--- src/rtl/fifo_n_pkg.sv ---
// rtl/fifo_n_pkg.sv - shared constants and helpers for the synchronous relay FIFO
package fifo_n_pkg;

    // Smallest depth for which the head/input stage split is meaningful
    localparam int MIN_DEPTH = 2;

    // Lowest legal almost-full threshold; the upper bound is the depth itself
    localparam int AFULL_MIN = 1;

    // Occupancy counter width able to represent 0..depth inclusive
    function automatic int cnt_width(input int depth);
        return $clog2(depth + 1);
    endfunction

endpackage

--- src/rtl/fifo_relay_stage.sv ---
// rtl/fifo_relay_stage.sv - one elastic stage: valid/data registers and capture strobe
module fifo_relay_stage #(
    parameter int DATA_WIDTH = 8
) (
    input  logic                  clk,
    input  logic                  rst,
    input  logic                  flush,
    input  logic                  load,
    input  logic                  take,
    input  logic [DATA_WIDTH-1:0] d,
    output logic                  valid,
    output logic [DATA_WIDTH-1:0] q,
    output logic                  fire
);

    // Capture on load, empty on take; flush drops the token but keeps the data bits
    always_ff @(posedge clk) begin
        if (rst) begin
            valid <= 1'b0;
            q     <= '0;
            fire  <= 1'b0;
        end else if (flush) begin
            valid <= 1'b0;
            fire  <= 1'b0;
        end else begin
            fire <= load;
            if (load) begin
                q     <= d;
                valid <= 1'b1;
            end else if (take) begin
                valid <= 1'b0;
            end
        end
    end

endmodule

--- src/rtl/fifo_n_sync.sv ---
// rtl/fifo_n_sync.sv - clocked N-stage elastic FIFO with drive/free handshake
module fifo_n_sync
    import fifo_n_pkg::*;
#(
    parameter int DATA_WIDTH  = 8,
    parameter int RELAY_NUMS  = 5,
    parameter int AFULL_LEVEL = 4
) (
    input  logic                               clk,
    input  logic                               rst,
    input  logic                               i_drive,
    output logic                               o_free,
    input  logic [DATA_WIDTH-1:0]              i_data,
    output logic                               o_driveNext,
    input  logic                               i_freeNext,
    output logic [DATA_WIDTH-1:0]              o_data,
    output logic [RELAY_NUMS-1:0]              o_fire_n,
    output logic [cnt_width(RELAY_NUMS)-1:0]   o_count,
    output logic                               o_afull,
    output logic                               o_empty,
    input  logic                               i_flush
);

    localparam int                N        = RELAY_NUMS;
    localparam int                CNT_W    = cnt_width(RELAY_NUMS);
    localparam logic [CNT_W-1:0]  CNT_ONE  = CNT_W'(1);
    localparam logic [CNT_W-1:0]  AFULL_AT = CNT_W'(AFULL_LEVEL);

    if (RELAY_NUMS < MIN_DEPTH) begin : g_bad_depth
        $error("fifo_n_sync: RELAY_NUMS must be at least %0d", MIN_DEPTH);
    end
    if (AFULL_LEVEL < AFULL_MIN || AFULL_LEVEL > RELAY_NUMS) begin : g_bad_afull
        $error("fifo_n_sync: AFULL_LEVEL must lie in %0d..RELAY_NUMS", AFULL_MIN);
    end

    logic [N-1:0]          valid;
    logic [N-1:0]          ready;
    logic [N-1:0]          take;
    logic [N-1:0]          load;
    logic [DATA_WIDTH-1:0] q [N];
    logic [CNT_W-1:0]      count;
    logic                  accept;
    logic                  deliver;

    // Ready ripples from the consumer back to the input stage so a full pipe can still move
    always_comb begin
        logic rdy;
        rdy   = i_freeNext;
        take  = '0;
        ready = '0;
        for (int k = N - 1; k >= 0; k--) begin
            take[k]  = valid[k] & rdy;
            ready[k] = ~valid[k] | take[k];
            rdy      = ready[k];
        end
    end

    // A stage loads from its upstream neighbour whenever it can make room this cycle
    always_comb begin
        load    = '0;
        load[0] = i_drive & ready[0] & ~i_flush;
        for (int k = 1; k < N; k++) begin
            load[k] = valid[k-1] & ready[k];
        end
    end

    for (genvar k = 0; k < N; k++) begin : g_stage
        logic [DATA_WIDTH-1:0] stage_d;
        if (k == 0) begin : g_head_in
            assign stage_d = i_data;
        end else begin : g_chain
            assign stage_d = q[k-1];
        end

        fifo_relay_stage #(
            .DATA_WIDTH (DATA_WIDTH)
        ) u_stage (
            .clk   (clk),
            .rst   (rst),
            .flush (i_flush),
            .load  (load[k]),
            .take  (take[k]),
            .d     (stage_d),
            .valid (valid[k]),
            .q     (q[k]),
            .fire  (o_fire_n[k])
        );
    end

    assign accept  = load[0];
    assign deliver = take[N-1];

    // Occupancy tracks accepted minus delivered tokens; flush empties everything at once
    always_ff @(posedge clk) begin
        if (rst || i_flush) begin
            count <= '0;
        end else if (accept && !deliver) begin
            count <= count + CNT_ONE;
        end else if (!accept && deliver) begin
            count <= count - CNT_ONE;
        end
    end

    assign o_free      = ready[0] & ~i_flush & ~rst;
    assign o_driveNext = valid[N-1];
    assign o_data      = q[N-1];
    assign o_count     = count;
    assign o_afull     = (count >= AFULL_AT);
    assign o_empty     = (count == '0);

endmodule

--- config.mk ---
export PLATFORM = sky130hd
export DESIGN_NAME = fifo_n_sync
export DESIGN_NICKNAME = d
export VERILOG_FILES = /design/src/rtl/fifo_n_pkg.sv /design/src/rtl/fifo_relay_stage.sv /design/src/rtl/fifo_n_sync.sv
export SDC_FILE = /design/constraint.sdc
export NUM_CORES = 1
export LEC_CHECK = 0
export ABC_AREA = 0
export CELL_PAD_IN_SITES_DETAIL_PLACEMENT = 1
export CELL_PAD_IN_SITES_GLOBAL_PLACEMENT = 1
export CORE_ASPECT_RATIO = 1.75
export CORE_MARGIN = 3
export CORE_UTILIZATION = 30
export DETAILED_ROUTE_END_ITERATION = 8
export GPL_ROUTABILITY_DRIVEN = 0
export HOLD_SLACK_MARGIN = 0.15
export PLACE_DENSITY = 0.68
export SYNTH_ARGS = -nofsm -noshare
export SYNTH_HDL_FRONTEND = slang
export SYNTH_SLANG_ARGS = --single-unit
--- constraint.sdc ---
create_clock -name clk -period 3.9 [get_ports clk]
set_input_delay 0.78 -clock clk [delete_from_list [all_inputs] [get_ports clk]]
set_output_delay 0.78 -clock clk [all_outputs]
set_load 0.1 [all_outputs]
; ---- Word-level counts from Yosys, hierarchy flattened
; Cells that the tools add are included.
[classes]
muxes = 12
n_bitwise = 21
n_reduce_logical = 18
n_lt_le_gt_ge = 1
addsub = 2
[ops]
columns = operator, n
row1 = $reduce_bool A2 Y1, 6
row2 = $mux W1, 10
row3 = $reduce_and A2 Y1, 5
row4 = $and A1 B1 Y1, 9
row5 = $not A1 Y1, 7
row6 = $mux W3, 2
row7 = $or A1 B1 Y1, 5
row8 = $add A3 B1 Y3 const B, 1
row9 = $ge A3 B3 Y1 const B, 1
row10 = $logic_not A3 Y1, 1
row11 = $sub A3 B1 Y3 const B, 1
row12 = $logic_and A1 B1 Y1, 2
row13 = $logic_not A1 Y1, 2
row14 = $reduce_or A2 Y1, 1
row15 = $logic_or A1 B1 Y1, 1
[totals]
wordCells = 70
inputBits = 13
register_bits = 53
output_inout_bits = 20

; ---- Depth between registers and ports, before layout
; Gate-level depths: netlist of the first run.
[logic_depth]
word_depth = 16
mapped_depth = 10
mapped_depth_nobuf = 8

; ---- By module
; A second synthesis of the first run with hierarchy kept.
[unflattened]
cells_unflattened = 227
hier_area_um2 = 2327.2
[by_module_without_submodules]
columns = module, cells_each, seq_area_each_um2, area_each_um2, n_inst
row1 = fifo_relay_stage, 40, 200.2, 419.2, 5
row2 = fifo_n_sync, 27, 60.1, 231.5, 1

; ---- Least setup slack after synthesis of the first run
; No wires, ideal clock.
[synth_path]
path_type = input port to output port
start = in i_flush
end = out o_free
path_slack_ps = 91
path_buffers = 2
t_arrival_ps = 3029
stages = 4
t_required_ps = 3120
cell_sequence = clkbuf_1 -> or2_2 -> clkbuf_1 -> a31oi_1
[synth_via]
elab_chain_cells = 3
[synth_lines]
columns = item, line_no
row1 = from (decl), fifo_n_sync.sv:21  ; input logic i_flush
row2 = $not A1 Y1 (no source line), -
row3 = $and A1 B1 Y1 (2 in a row), fifo_n_sync.sv:104  ; assign o_free = ready[0] & ~i_flush & ~rst;
row4 = to (decl), fifo_n_sync.sv:12  ; output logic o_free,
; Every way passes these cells.

; ---- Worst setup path in the final report of the first run
; Ends and elaborated chain as after synthesis.

==> results of run 1 <==
-- per-layer routing --
metal	routed length (um)	share of wire (%)	vias to the layer above
li1	-	-	832
met1	1740	39	782
met2	2530	56	24
met3	107	2.4	4
met4	99	2.2	0
met5	0	0	-
-- worst min-delay path, stage by stage (launching register included) --
cell	delay, ps
dfxtp_1	310
nand3_1	60
a21oi_1	50
-- worst min path at each step --
stage | start | end | slack (ps) | depth (start not counted)
6_report | g_stage[2].u_stage.q[3]$_SDFFE_PP0P_ | g_stage[3].u_stage.q[3]$_SDFFE_PP0P_ | 470 | 2
2_1_floorplan | g_stage[2].u_stage.q[0]$_SDFFE_PP0P_ | g_stage[3].u_stage.q[0]$_SDFFE_PP0P_ | 440 | 2
4_1_cts | g_stage[3].u_stage.q[3]$_SDFFE_PP0P_ | g_stage[4].u_stage.q[3]$_SDFFE_PP0P_ | 470 | 2
3_5_place_dp | g_stage[3].u_stage.q[3]$_SDFFE_PP0P_ | g_stage[4].u_stage.q[3]$_SDFFE_PP0P_ | 460 | 2
5_1_grt | g_stage[2].u_stage.q[7]$_SDFFE_PP0P_ | g_stage[3].u_stage.q[7]$_SDFFE_PP0P_ | 490 | 2
3_3_place_gp | g_stage[3].u_stage.q[7]$_SDFFE_PP0P_ | g_stage[4].u_stage.q[7]$_SDFFE_PP0P_ | 450 | 2
-- synth_stat cells, drive strengths merged (2+ instances only) --
library cell and number:
inv 3, buf 8, clkbuf 15, nor2 9, a211oi 2, mux2i 17
xor2 2, nor2b 3, dfxtp 53, a21oi 27, nand3 25, o21ai 25
nand2b 28, nor3 4
-- flip-flops by register name, summed over array words and instances (netlist names) --
signal / count
g_stage.u_stage.fire: 5
o_count: 3
g_stage.u_stage.q: 40
g_stage.u_stage.valid: 5
-- area by class of cell --
class                      count  share of cell area (%)
clock inverter                 2                   0.521
sequential                    53                    40.2
tap                           84                    3.98
inverter                       3                   0.427
timing repair buffer          35                    13.4
clock buffer                   6                    4.88
multi-input combinational    155                    36.6
-- per-stage QoR --
stage	hold WS, ps	cell area [um2]	total power [mW]	instances
2_1_floorplan	440	2150	0.625	234
3_3_place_gp	452	2500	0.652	330
3_5_place_dp	458	2500	0.654	330
4_1_cts	468	2640	1.09	338
5_1_grt	487	2640	1.11	338
6_report	466	2640	1.07	338
-- layout by cell type, fill, tap and decap left out --
master            n
clkbuf_16         5
or3_1             1
and4b_1           1
inv_1             3
nor3_1            4
clkinv_2          1
and3b_1           1
dfxtp_1          53
a31oi_1           1
a211oi_4          1
inv_6             1
nand2b_1         28
or2_2             1
and2_1            1
a21oi_1          27
fa_1              1
xor2_1            2
buf_4             3
nand4b_1          1
nor2_1            9
o21ai_0          25
nand3_1          25
and2b_1           1
a311oi_2          1
nand3b_1          1
nand2_1           1
clkbuf_1          1
ha_1              1
buf_12            1
clkdlybuf4s50_1  31
a211oi_1          1
nor2b_1           3
mux2i_1          17
-- power by group --
| part | total [mW] | internal [mW] | switching (mW) | leakage [nW] |
|---|---|---|---|---|
| combinational | 0.0876 | 0.0346 | 0.0530 | 0.382 |
| clock | 0.430 | 0.239 | 0.190 | 0.0712 |
| sequential | 0.552 | 0.548 | 0.00418 | 0.428 |
| total | 1.07 | 0.822 | 0.247 | 0.882 |
-- cells by family after synthesis --
logic type | Yosys count | synth area share, %
flops | 53 | 49.3
simple gates | 78 | 20.3
buf+inv | 26 | 6.10
compound gates | 56 | 14.1
fa+ha+maj | 2 | 1.51
xor+xnor | 2 | 0.814
mux | 17 | 7.90
==> run metrics, run 1 <==
worst r2r src=g_stage[4].u_stage.valid$_SDFFE_PP0P_; post-detail-place hpwl=~3300 um; Yosys warnings=0; CTS Buf Count=5; Die W=70.0 um; Final ANT Viol Nets=0; cell count after synthesis=234; I/O pins=33; Worst EP arrival=approximately 2400 ps; Initial Util=a little under a third; CP Capture Type=output port; CP Cell Sequence=clkdlybuf4s50_1 -> or2_2 -> a31oi_1 -> buf_12; # hold bufs at CTS=0; core footprint=6910 um2; share of layout cells above drive strength 1=approximately 5.5%; Top Family by Delay on Critical Path=buffers and inverters; Initial DRC Count=29; diode count=0; DRC=0; Slew HR=between 30% and 40%; synth top area cells=dfxtp_1, nand2b_1, mux2i_1, a21oi_1, nand3_1; Synth Net Count=between 200 and 250; area delta synth->final=22.6%; RSZ-0062 raised after global routing=false; Longest Clk Path Bufs=2; final setup fails=0; CTS tree=built; largest net degree at the start of global routing=between 50 and 60; synth unique cells=29; fin util=between 30% and 40%; status=complete, no violations; met1 usage=about 12%; DRT Wirelength=between 4000 and 5000 um; gr usage total=11.7%; post-synthesis async set-or-reset flop share=0%; mapped cell area=about 2200 um2; root buffer selected by CTS=clkbuf_16; crit path to=o_free; power per cell area=405 nW/um2; # nets final=268; global-route wire length before repair=7990 um; Reg-to-Reg End=o_count[2]$_SDFFE_PP0P_; initial antenna violation count=0; maxcap violations=0; number of synthesized register bits=53; storage element area=~1100 um2; Setup WS pre-CTS=between 600 and 700 ps; CP bufs+invs=2; CP Launch Type=input pin; WL/cell=~13 um; Most Crowded Layer GR=met2; die height=about 120 um; DRT Pass-1 Iters=3; P_leak=slightly below 0.9 nW; max-slew violations=0; Vias per Instance=4.86; register area share after synthesis=49.3%; Crit. path cell count=4; ys flop type=dfxtp_1; CP max stage delay=slightly below 600 ps; Max FO, Critical Path=10; GRT met3 Usage=about 1.5%; area fraction of the dominant cell type after synthesis=between 40 and 50%; Critical Path RT=~3100 ps; critical path class=in2out; Tcrit/Tclk final=between 80 and 90%; Worst Tran Pin Value=approximately 970 ps; FMAX=approximately 310 MHz; Skew-Pair Late Insertion Delay=approximately 290 ps; Clock Skew=5.26 ps; Worst R2R Setup Slack=between 1500 and 2000 ps; Setup Buffers After CTS=0; met2 usage=between 20% and 30%; Rows=40; clk sink count=53; final hold vios=0; Max VDD drop=around 0.20 mV; footprint of the multi-input gates=967 um2; area leader, netlist=dfxtp_1; Clk pin slew, worst setup/hold paths=70 ps; setup ws final=approximately 700 ps; GRT Residual Overflow=0; worst hold path class=reg2reg; Layout fillers=a little over 800; CP startpoint=i_flush; number of global-route vias before repair=between 1.5k and 2k; Vias=about 1.6k; post-CTS resize count=0; post-layout min period=3200 ps; die area=about 8300 um2; Post-synth EDFFs=0; port buffer count=32; CP max stage cell=clkdlybuf4s50_1; Worst Reg-to-Reg Cells=8; H-tree Lvls=2; Avg Inst Size Synth=approximately 9.2 um2; setup TNS=0 ps
(Power assumes the default switching activity.)
==> run 2, diff against run 1 <==
Clock period 3.9 ns to 3.1 ns, I/O delays scaled along.
==> run 2 against run 1 <==
Net effect:
- worst hold slack worse by 2.0 ps
- clock-buffer cell count unchanged
- non-clock buffer count up 2
- register-to-register slack worse by 770 ps
- critical path depth up 5
- critical path type is now in2reg
- critical endpoint is now o_count[2]$_SDFFE_PP0P_
- highest routed layer unchanged
==> run metrics, run 2 (synthesis gave the netlist of run 1 again) <==
port buffer count=32 (unchanged); max-slew violations=0 (unchanged); GRT Residual Overflow=0 (unchanged); CP Launch Type=input pin (unchanged); Tcrit/Tclk final=between 80 and 90%; DRC=0 (unchanged); WL/cell=12.7 um (was 13.2 um); Vias per Instance=4.79 (was 4.86); final setup fails=0 (unchanged); most frequent cells in the layout=dfxtp_1, nand2b_1, a21oi_1, nand3_1, o21ai_0 (was dfxtp_1, clkdlybuf4s50_1, nand2b_1, a21oi_1); Final ANT Viol Nets=0 (unchanged); Clk pin slew, worst setup/hold paths=70 ps (about the same); Top Registers=g_stage.u_stage.q (40), g_stage.u_stage.fire (5), g_stage.u_stage.valid (5) (unchanged); DP Cell Count=332 (was 330); setup TNS=0 ps (unchanged); # nets final=270 (was 268); H-tree Lvls=2 (unchanged); worst hold path class=reg2reg (unchanged); die height=118 um (unchanged); CP max stage cell=clkdlybuf4s50_1 (unchanged); Die W=70.0 um (unchanged); global-route wire length before repair=7510 um (was 7990 um); Worst Reg-to-Reg Cells=8 (unchanged); CP Capture Type=flip-flop (was output port); final hold vios=0 (unchanged); largest net degree at the start of global routing=52 (unchanged); Clock Skew=4.24 ps (was 5.26 ps); Slew HR=61.1% (was 35.1%); FMAX=roughly 370 MHz; fin util=38.1% (was 38.2%); Hold Path Stages=2 (unchanged); RSZ-0062 raised after global routing=false (unchanged); Setup Buffers After CTS=0 (unchanged); area delta synth->final=22.1% (was 22.6%); P_leak=0.935 nW (was 0.882 nW); DRT Pass-1 Iters=3 (unchanged); number of flip-flops in the largest register=40 (unchanged); Top Family by Delay on Critical Path=adder cells (was buffers and inverters); # hold bufs at CTS=0 (unchanged); post-CTS resize count=0 (unchanged); Critical Path RT=3320 ps (was 3120 ps); Worst EP arrival=2900 ps (was 2420 ps); CP bufs+invs=2 (unchanged); Largest Register=g_stage.u_stage.q (unchanged); Vias=1628 (was 1642); maxcap violations=0 (unchanged); footprint of the multi-input gates=978 um2 (was 967 um2); Setup WS pre-CTS=143 ps (was 653 ps); clk sink count=53 (unchanged); Max FO, Critical Path=2 (was 10); share of layout cells above drive strength 1=14.8% (was 5.51%); I/O pins=33 (unchanged); die area=8270 um2 (unchanged); non-filler cells, final=340 (was 338); Layout fillers=816 (was 823); number of global-route vias before repair=1619 (was 1700); Longest Clk Path Bufs=2 (unchanged); DRT Wirelength=4320 um (was 4480 um); Initial Util=31.2% (unchanged); Worst R2R Setup Slack=790 ps (was 1560 ps); diode count=0 (unchanged); Worst Tran Pin Value=581 ps (was 970 ps); CTS Buf Count=5 (unchanged); critical path class=in2reg (was in2out); commonest non-fill, non-tap cell in the layout=dfxtp_1 (unchanged); status=complete, no violations (unchanged); post-detail-place hpwl=3190 um (was 3320 um); post-layout min period=2680 ps; CP Cell Sequence=clkdlybuf4s50_1 -> and4b_1 -> a311oi_2 -> ha_1 -> inv_1 -> fa_1 -> xor2_1 -> or3_1 -> a21oi_1 (was clkdlybuf4s50_1 -> or2_2 -> a31oi_1 -> buf_12); Skew-Pair Late Insertion Delay=290 ps (about the same); Crit. path cell count=9 (was 4); gr usage total=11.2% (was 11.7%); Hold Slack=464 ps (was 466 ps); core footprint=6910 um2 (unchanged); Initial DRC Count=85 (was 29); initial antenna violation count=0 (unchanged); CTS tree=built (unchanged); setup ws final=416 ps (was 696 ps); power per cell area=519 nW/um2 (was 405 nW/um2); Max VDD drop=0.209 mV (was 0.197 mV); storage element area=1060 um2 (unchanged); CP max stage delay=470 ps (was 590 ps); root buffer selected by CTS=clkbuf_16 (unchanged); Rows=40 (unchanged)
run 2: cell type report:
type | instances | area share [%]
Multi-Input combinational cell | 155 | 37.2
Clock buffer | 6 | 5.28
Tap cell | 84 | 4.00
Clock inverter | 2 | 0.524
Sequential cell | 53 | 40.4
Inverter | 3 | 0.428
Timing Repair Buffer | 37 | 12.2
run 2: worst register-to-register path, cell delays in order, from the launching register on:
cell and delay [ps]:
dfxtp_1 390, and4b_1 260, a311oi_2 310, ha_1 230, inv_1 60, fa_1 370
xor2_1 160, or3_1 300, a21oi_1 150
run 2: worst paths after layout:
kind | startpoint | end
worst max-delay path | i_freeNext | o_count[2]$_SDFFE_PP0P_
worst min-delay path | g_stage[2].u_stage.q[3]$_SDFFE_PP0P_ | g_stage[3].u_stage.q[3]$_SDFFE_PP0P_
worst max register to register | g_stage[4].u_stage.valid$_SDFFE_PP0P_ | o_count[2]$_SDFFE_PP0P_
worst min register to register | g_stage[2].u_stage.q[3]$_SDFFE_PP0P_ | g_stage[3].u_stage.q[3]$_SDFFE_PP0P_
run 2: metrics by stage:
step | cell area [um2] | power (mW)
global placement | 2480 | 0.822
detailed placement | 2480 | 0.824
floorplan | 2160 | 0.787
global route | 2630 | 1.42
CTS | 2630 | 1.39
finish | 2630 | 1.37
run 2: power breakdown:
part           total [mW]  switching, mW  internal, mW  leakage [nW]
logic               0.111         0.0667        0.0442         0.430
registers           0.695        0.00540         0.690         0.428
clock network       0.560          0.238         0.321        0.0768
total                1.37          0.310          1.06         0.935
run 2: layer usage:
layer | track usage, % | part of all wire (%) | up-vias
met5 | 0 | 0 | -
met4 | 5.04 | 2.1 | 0
met3 | 2.74 | 3.9 | 8
met2 | 20.6 | 55 | 25
met1 | 11.8 | 39 | 752
li1 | - | - | 843
==> run 3, diff against run 2 <==
Settings changed: REMOVE_ABC_BUFFERS set to 1.
==> run 3 against run 2 <==
Net effect:
- via count increased by 0.18%
- global-route usage increased by 0.11 points
- first-iteration DRC count decreased by 13%
- final area decreased by 0.76%
- maximum frequency decreased by 0.45%
- clock skew decreased by 0.65 ps
- flip-flop and latch count unchanged
- routed wire length increased by 1.3%
- largest power group unchanged
==> run metrics, run 3 (synthesis gave the netlist of run 1 again) <==
DRT Wirelength=4380 um (was 4320 um); number of flip-flops in the largest register=40 (unchanged); Critical Path RT=2480 ps (was 3320 ps); CP bufs+invs=2 (unchanged); status=complete, no violations (unchanged); critical path class=in2out (was in2reg); sequential power share=51.4% (was 50.9%); post-CTS resize count=0 (unchanged); global-route wire length before repair=7580 um (was 7510 um); post-layout min period=2700 ps (was 2680 ps); FMAX=371 MHz (was 373 MHz); Die W=70.0 um (unchanged); core footprint=6910 um2 (unchanged); die area=8270 um2 (unchanged); Layout fillers=809 (was 816); die height=118 um (unchanged); Top Family by Delay on Critical Path=buffers and inverters (was adder cells); Slew HR=61.2% (was 61.1%); clk sink count=53 (unchanged); root buffer selected by CTS=clkbuf_16 (unchanged); H-tree Lvls=2 (unchanged); Hold Slack=463 ps (was 464 ps); met2 WL post-DR=2400 um (was 2390 um); DRT Pass-1 Iters=4 (was 3); CTS tree=built (unchanged); Skew-Pair Late Insertion Delay=290 ps (about the same); most frequent cells in the layout=dfxtp_1, nand2b_1, a21oi_1, nand3_1, o21ai_0 (unchanged); power per cell area=518 nW/um2 (was 519 nW/um2); Vias=1631 (was 1628); diode count=0 (unchanged); Max FO, Critical Path=10 (was 2); Clock power frac=40.4% (was 41.0%); Longest Clk Path Bufs=2 (unchanged); number of global-route vias before repair=1625 (was 1619); max-slew violations=0 (unchanged); worst hold path class=reg2reg (unchanged); RSZ-0062 raised after global routing=false (unchanged); CP max stage delay=470 ps (about the same); GRT Residual Overflow=0 (unchanged); final setup fails=0 (unchanged); Setup Buffers After CTS=0 (unchanged); metal3 WL=132 um (was 167 um); initial antenna violation count=0 (unchanged); # hold bufs at CTS=0 (unchanged); DR top layer=met4 (unchanged); area delta synth->final=21.2% (was 22.1%); Sw Pwr=0.319 mW (was 0.310 mW); maxcap violations=0 (unchanged); WL met1=1720 um (was 1680 um); CP Cell Sequence=clkdlybuf4s50_1 -> or2_2 -> a31oi_1 -> buf_12 (was clkdlybuf4s50_1 -> and4b_1 -> a311oi_2 -> ha_1 -> inv_1 -> fa_1 -> xor2_1 -> or3_1 -> a21oi_1); storage element area=1060 um2 (unchanged); final hold vios=0 (unchanged); CP Launch Type=input pin (unchanged); Initial DRC Count=74 (was 85); Worst EP arrival=2080 ps (was 2900 ps); Final ANT Viol Nets=0 (unchanged); Clock Skew=3.59 ps (was 4.24 ps); Worst Tran Pin Value=580 ps (was 581 ps); Largest Register=g_stage.u_stage.q (unchanged); Max VDD drop=0.302 mV (was 0.209 mV); gr usage total=11.3% (was 11.2%); footprint of the multi-input gates=967 um2 (was 978 um2); CP Capture Type=output port (was flip-flop); Switching Fraction=23.6% (was 22.7%); # nets final=270 (unchanged); CP max stage cell=clkdlybuf4s50_1 (unchanged); Clk pin slew, worst setup/hold paths=70 ps (about the same); Tcrit/Tclk final=87.0% (was 86.6%); largest net degree at the start of global routing=52 (unchanged); Vias per Instance=4.80 (was 4.79); total power=1.35 mW (was 1.37 mW); DRC=0 (unchanged); P_leak=0.920 nW (was 0.935 nW); commonest non-fill, non-tap cell in the layout=dfxtp_1 (unchanged); CTS Buf Count=5 (unchanged); Rows=40 (unchanged); Initial Util=31.2% (unchanged); I/O pins=33 (unchanged); internal power=1.03 mW (was 1.06 mW); port buffer count=32 (unchanged); WL/cell=12.9 um (was 12.7 um); Comb pwr share=8.2% (was 8.1%); post-detail-place hpwl=3230 um (was 3190 um); share of layout cells above drive strength 1=13.7% (was 14.8%); Top Registers=g_stage.u_stage.q (40), g_stage.u_stage.fire (5), g_stage.u_stage.valid (5) (unchanged)
## run 3: cell types whose count changed in the layout (fill, tap and decap cells not counted)
cell        previous run  this run
clkinvlp_4             0         2
a31oi_1                0         1
a31oi_2                1         0
clkbuf_1               0         1
clkbuf_8               1         0
clkinv_2               1         0
clkinv_4               1         0
nor3_1                 3         4
nor3_2                 1         0
## run 3: through the flow
step / utilization [%] / instances / setup WS, ps / instance area [um2] / TNS [ps]
4_1_cts: 37.8 / 340 / 372 / 2610 / 0
6_report: 37.8 / 340 / 404 / 2610 / 0
5_1_grt: 37.8 / 340 / 227 / 2610 / 0
2_1_floorplan: - / 211 / -841 / 2030 / -2330
3_3_place_gp: 35.7 / 332 / 213 / 2460 / 0
3_5_place_dp: 35.7 / 332 / 93.6 / 2460 / 0
## run 3: routing by layer
metal	vias up	track usage (%)
met4	0	6.71
met1	766	11.5
li1	836	-
met2	22	20.3
met3	7	2.99
met5	-	0
## run 3: worst register-to-register path, stage by stage, from the launching register on
cell and delay (ps):
dfxtp_1 390, and4b_1 260, a311oi_2 320, ha_1 230, inv_1 60, fa_1 370, xor2_1 160, or3_1 310
a21oi_1 150
## run 3: cell type report
class / count / area share (%)
clock buffer: 6 / 4.94
clock inverter: 2 / 0.576
inverter: 3 / 0.432
multi-input combinational: 155 / 37.1
sequential: 53 / 40.7
tap: 84 / 4.03
timing repair buffer: 37 / 12.3
## run 3: worst paths after layout
check / from / end / slack, ps / cells past startpoint
max: i_flush / o_free / 400 / 4
min reg2reg: g_stage[2].u_stage.q[0]$_SDFFE_PP0P_ / g_stage[3].u_stage.q[0]$_SDFFE_PP0P_ / 460 / 2
min: g_stage[2].u_stage.q[0]$_SDFFE_PP0P_ / g_stage[3].u_stage.q[0]$_SDFFE_PP0P_ / 460 / 2
max reg2reg: g_stage[4].u_stage.valid$_SDFFE_PP0P_ / o_count[2]$_SDFFE_PP0P_ / 780 / 8
## run 3: power by group through the flow
| stage | registers, mW | logic, mW | clock network [mW] |
|---|---|---|---|
| 2_1_floorplan | 0.729 | 0.0469 | 0 |
| 3_3_place_gp | 0.710 | 0.110 | 0 |
| 3_5_place_dp | 0.711 | 0.112 | 0 |
| 4_1_cts | 0.695 | 0.113 | 0.572 |
| 5_1_grt | 0.695 | 0.119 | 0.593 |
| 6_report | 0.695 | 0.110 | 0.547 |
==> edit (flow settings as in run 3) <==
The parameter `RELAY_NUMS` goes from 5 to 6.
--- a/src/rtl/fifo_n_sync.sv
+++ b/src/rtl/fifo_n_sync.sv
@@ -4,5 +4,5 @@
 #(
     parameter int DATA_WIDTH  = 8,
-    parameter int RELAY_NUMS  = 5,
+    parameter int RELAY_NUMS  = 6,
     parameter int AFULL_LEVEL = 4
 ) (
Interface: changed (resized o_fire_n); port bits go from 33 to 34. The function was not compared with the original's and may differ.
==> edit against run 3 <==
- setup slack barely moved
- sequential cell count grew 10
- wire length up 17%
- core utilization is 1.8 points higher
- sequential power is 19% higher
- area after synthesis up 18%
- hold slack got worse by 0.0016 ns
- final area rose by 23%
- total power is 51% higher
- critical path type unchanged
- largest cell class unchanged
==> edit: results (changes against run 3) <==
status=completed; peak supply drop=0.312 mV (+3.3%); Syn Area/Cell=9.44 um^2 (+2.6%); Yosys cell types=33 (+14%); Port Buffers=33 (+3.1%); Post-Place Cells=394 (+19%); leakage power=0.00119 uW (+29%); met3 Resource Use GR=0.0447 (+0.0148); met1 Track Usage GR=0.122 (+0.00708); largest stage delay on the critical path=0.50 ns (+0.03 ns); Hold Path End=g_stage[4].u_stage.q[2]; register area share after synthesis=0.495 (+0.00187); Crit Path Max Fanout=9 (-1); pin count of the biggest net entering global routing=60 (+15%); htree depth=3 (+1); Slowest-stage cell, CP=clkdlybuf4s50_1; Clock Skew=0.00452 ns (+0.000936 ns); vias per cell=4.60 (-4.1%); biggest regs=g_stage.u_stage.q: 48 flops, g_stage.u_stage.fire: 6 flops, g_stage.u_stage.valid: 6 flops; min-delay src=g_stage[3].u_stage.q[2]; Root Driver=clkbuf_16; ranking of synthesized cells by area=dfxtp_1 49%, mux2i_1 9.8%, nand2b_1 8.8%; internal reg-to-reg setup slack=1.07 ns (+0.29 ns); Finished Layout Cells=410 (+21%); layout cells sized above 1=0.151 (+0.0143); Total GRT Usage=0.122 (+0.00873); Worst-path clk slew=0.05 ns (-0.02 ns); clk_lat worst skew=0.33 ns (+0.04 ns); met2 Use GR=0.212 (+0.00872); first-pass GRT wire length=8940 um (+18%); Post-synth top cells=63 x dfxtp_1, 36 x nand2b_1, 27 x a21oi_1, 26 x nand3_1; Critical R2R Launch=g_stage[2].u_stage.valid; number of global-route vias before repair=1886 (+16%); layout net count=308 (+14%); Starting DRT DRC Count=56 (-24%); detailed placer's ending HPWL=3720 um (+15%)
[edit: cell count changes in the layout (fill, tap and decap cells not counted), sizes merged, moves of 2 or more]
cell,before,now
dfxtp,53,63
mux2i,17,25
nand2b,28,36
clkbuf,6,11
bufinv,0,2
nor2,9,11
[edit: power breakdown]
part / total (uW) / internal, uW / switching, uW
clock: 1100 / 745 / 355
sequential: 824 / 819 / 4.57
combinational: 115 / 45.4 / 69.6
[edit: through the flow]
stage,hold slack (ns),instance area [um^2],setup slack (ns)
3_3_place_gp,0.451,2890,0.325
6_report,0.461,3220,0.404
3_5_place_dp,0.458,2890,0.221
5_1_grt,0.482,3220,0.240
2_1_floorplan,0.434,2420,-0.841
4_1_cts,0.466,3220,0.384
[edit: worst reg2reg max path: stages, from the launching register on]
cell,delay (ns)
dfxtp_1,0.55
nand3_1,0.16
o211a_1,0.26
ha_1,0.22
inv_1,0.08
fa_1,0.18
xor2_1,0.07
or3_1,0.30
a21oi_1,0.15
[edit: cells by family (layout without fill, tap and decap cells)]
group	Yosys count	count (layout)	share of synthesized area
xor+xnor	2	2	0.00687
compound gates	59	59	0.133
simple gates	89	89	0.197
flops	63	63	0.495
buf+inv	30	58	0.0579
mux	25	25	0.0981
fa+ha+maj	2	2	0.0128
[edit: layer usage]
metal,up-vias,wire [um]
met3,9,178
met1,884,1960
met2,25,2840
li1,968,-
met5,-,0
met4,0,123
[edit: worst max-delay path by stage]
| stage | from | end | cells after the start |
|---|---|---|---|
| floorplan | o_count[2] | o_empty | 1 |
| global placement | i_freeNext | o_count[2] | 9 |
| detailed placement | i_freeNext | o_count[2] | 9 |
| CTS | i_freeNext | o_free | 6 |
| global route | i_freeNext | o_free | 6 |
| finish | i_freeNext | o_free | 6 |
[edit: area by class of cell]
class	count	area (um^2)
Multi-Input combinational cell	177	1140
Clock buffer	11	253
Inverter	4	15.0
Timing Repair Buffer	38	328
Fill cell	909	4910
Tap cell	112	140
Sequential cell	63	1260
Clock inverter	5	80.1
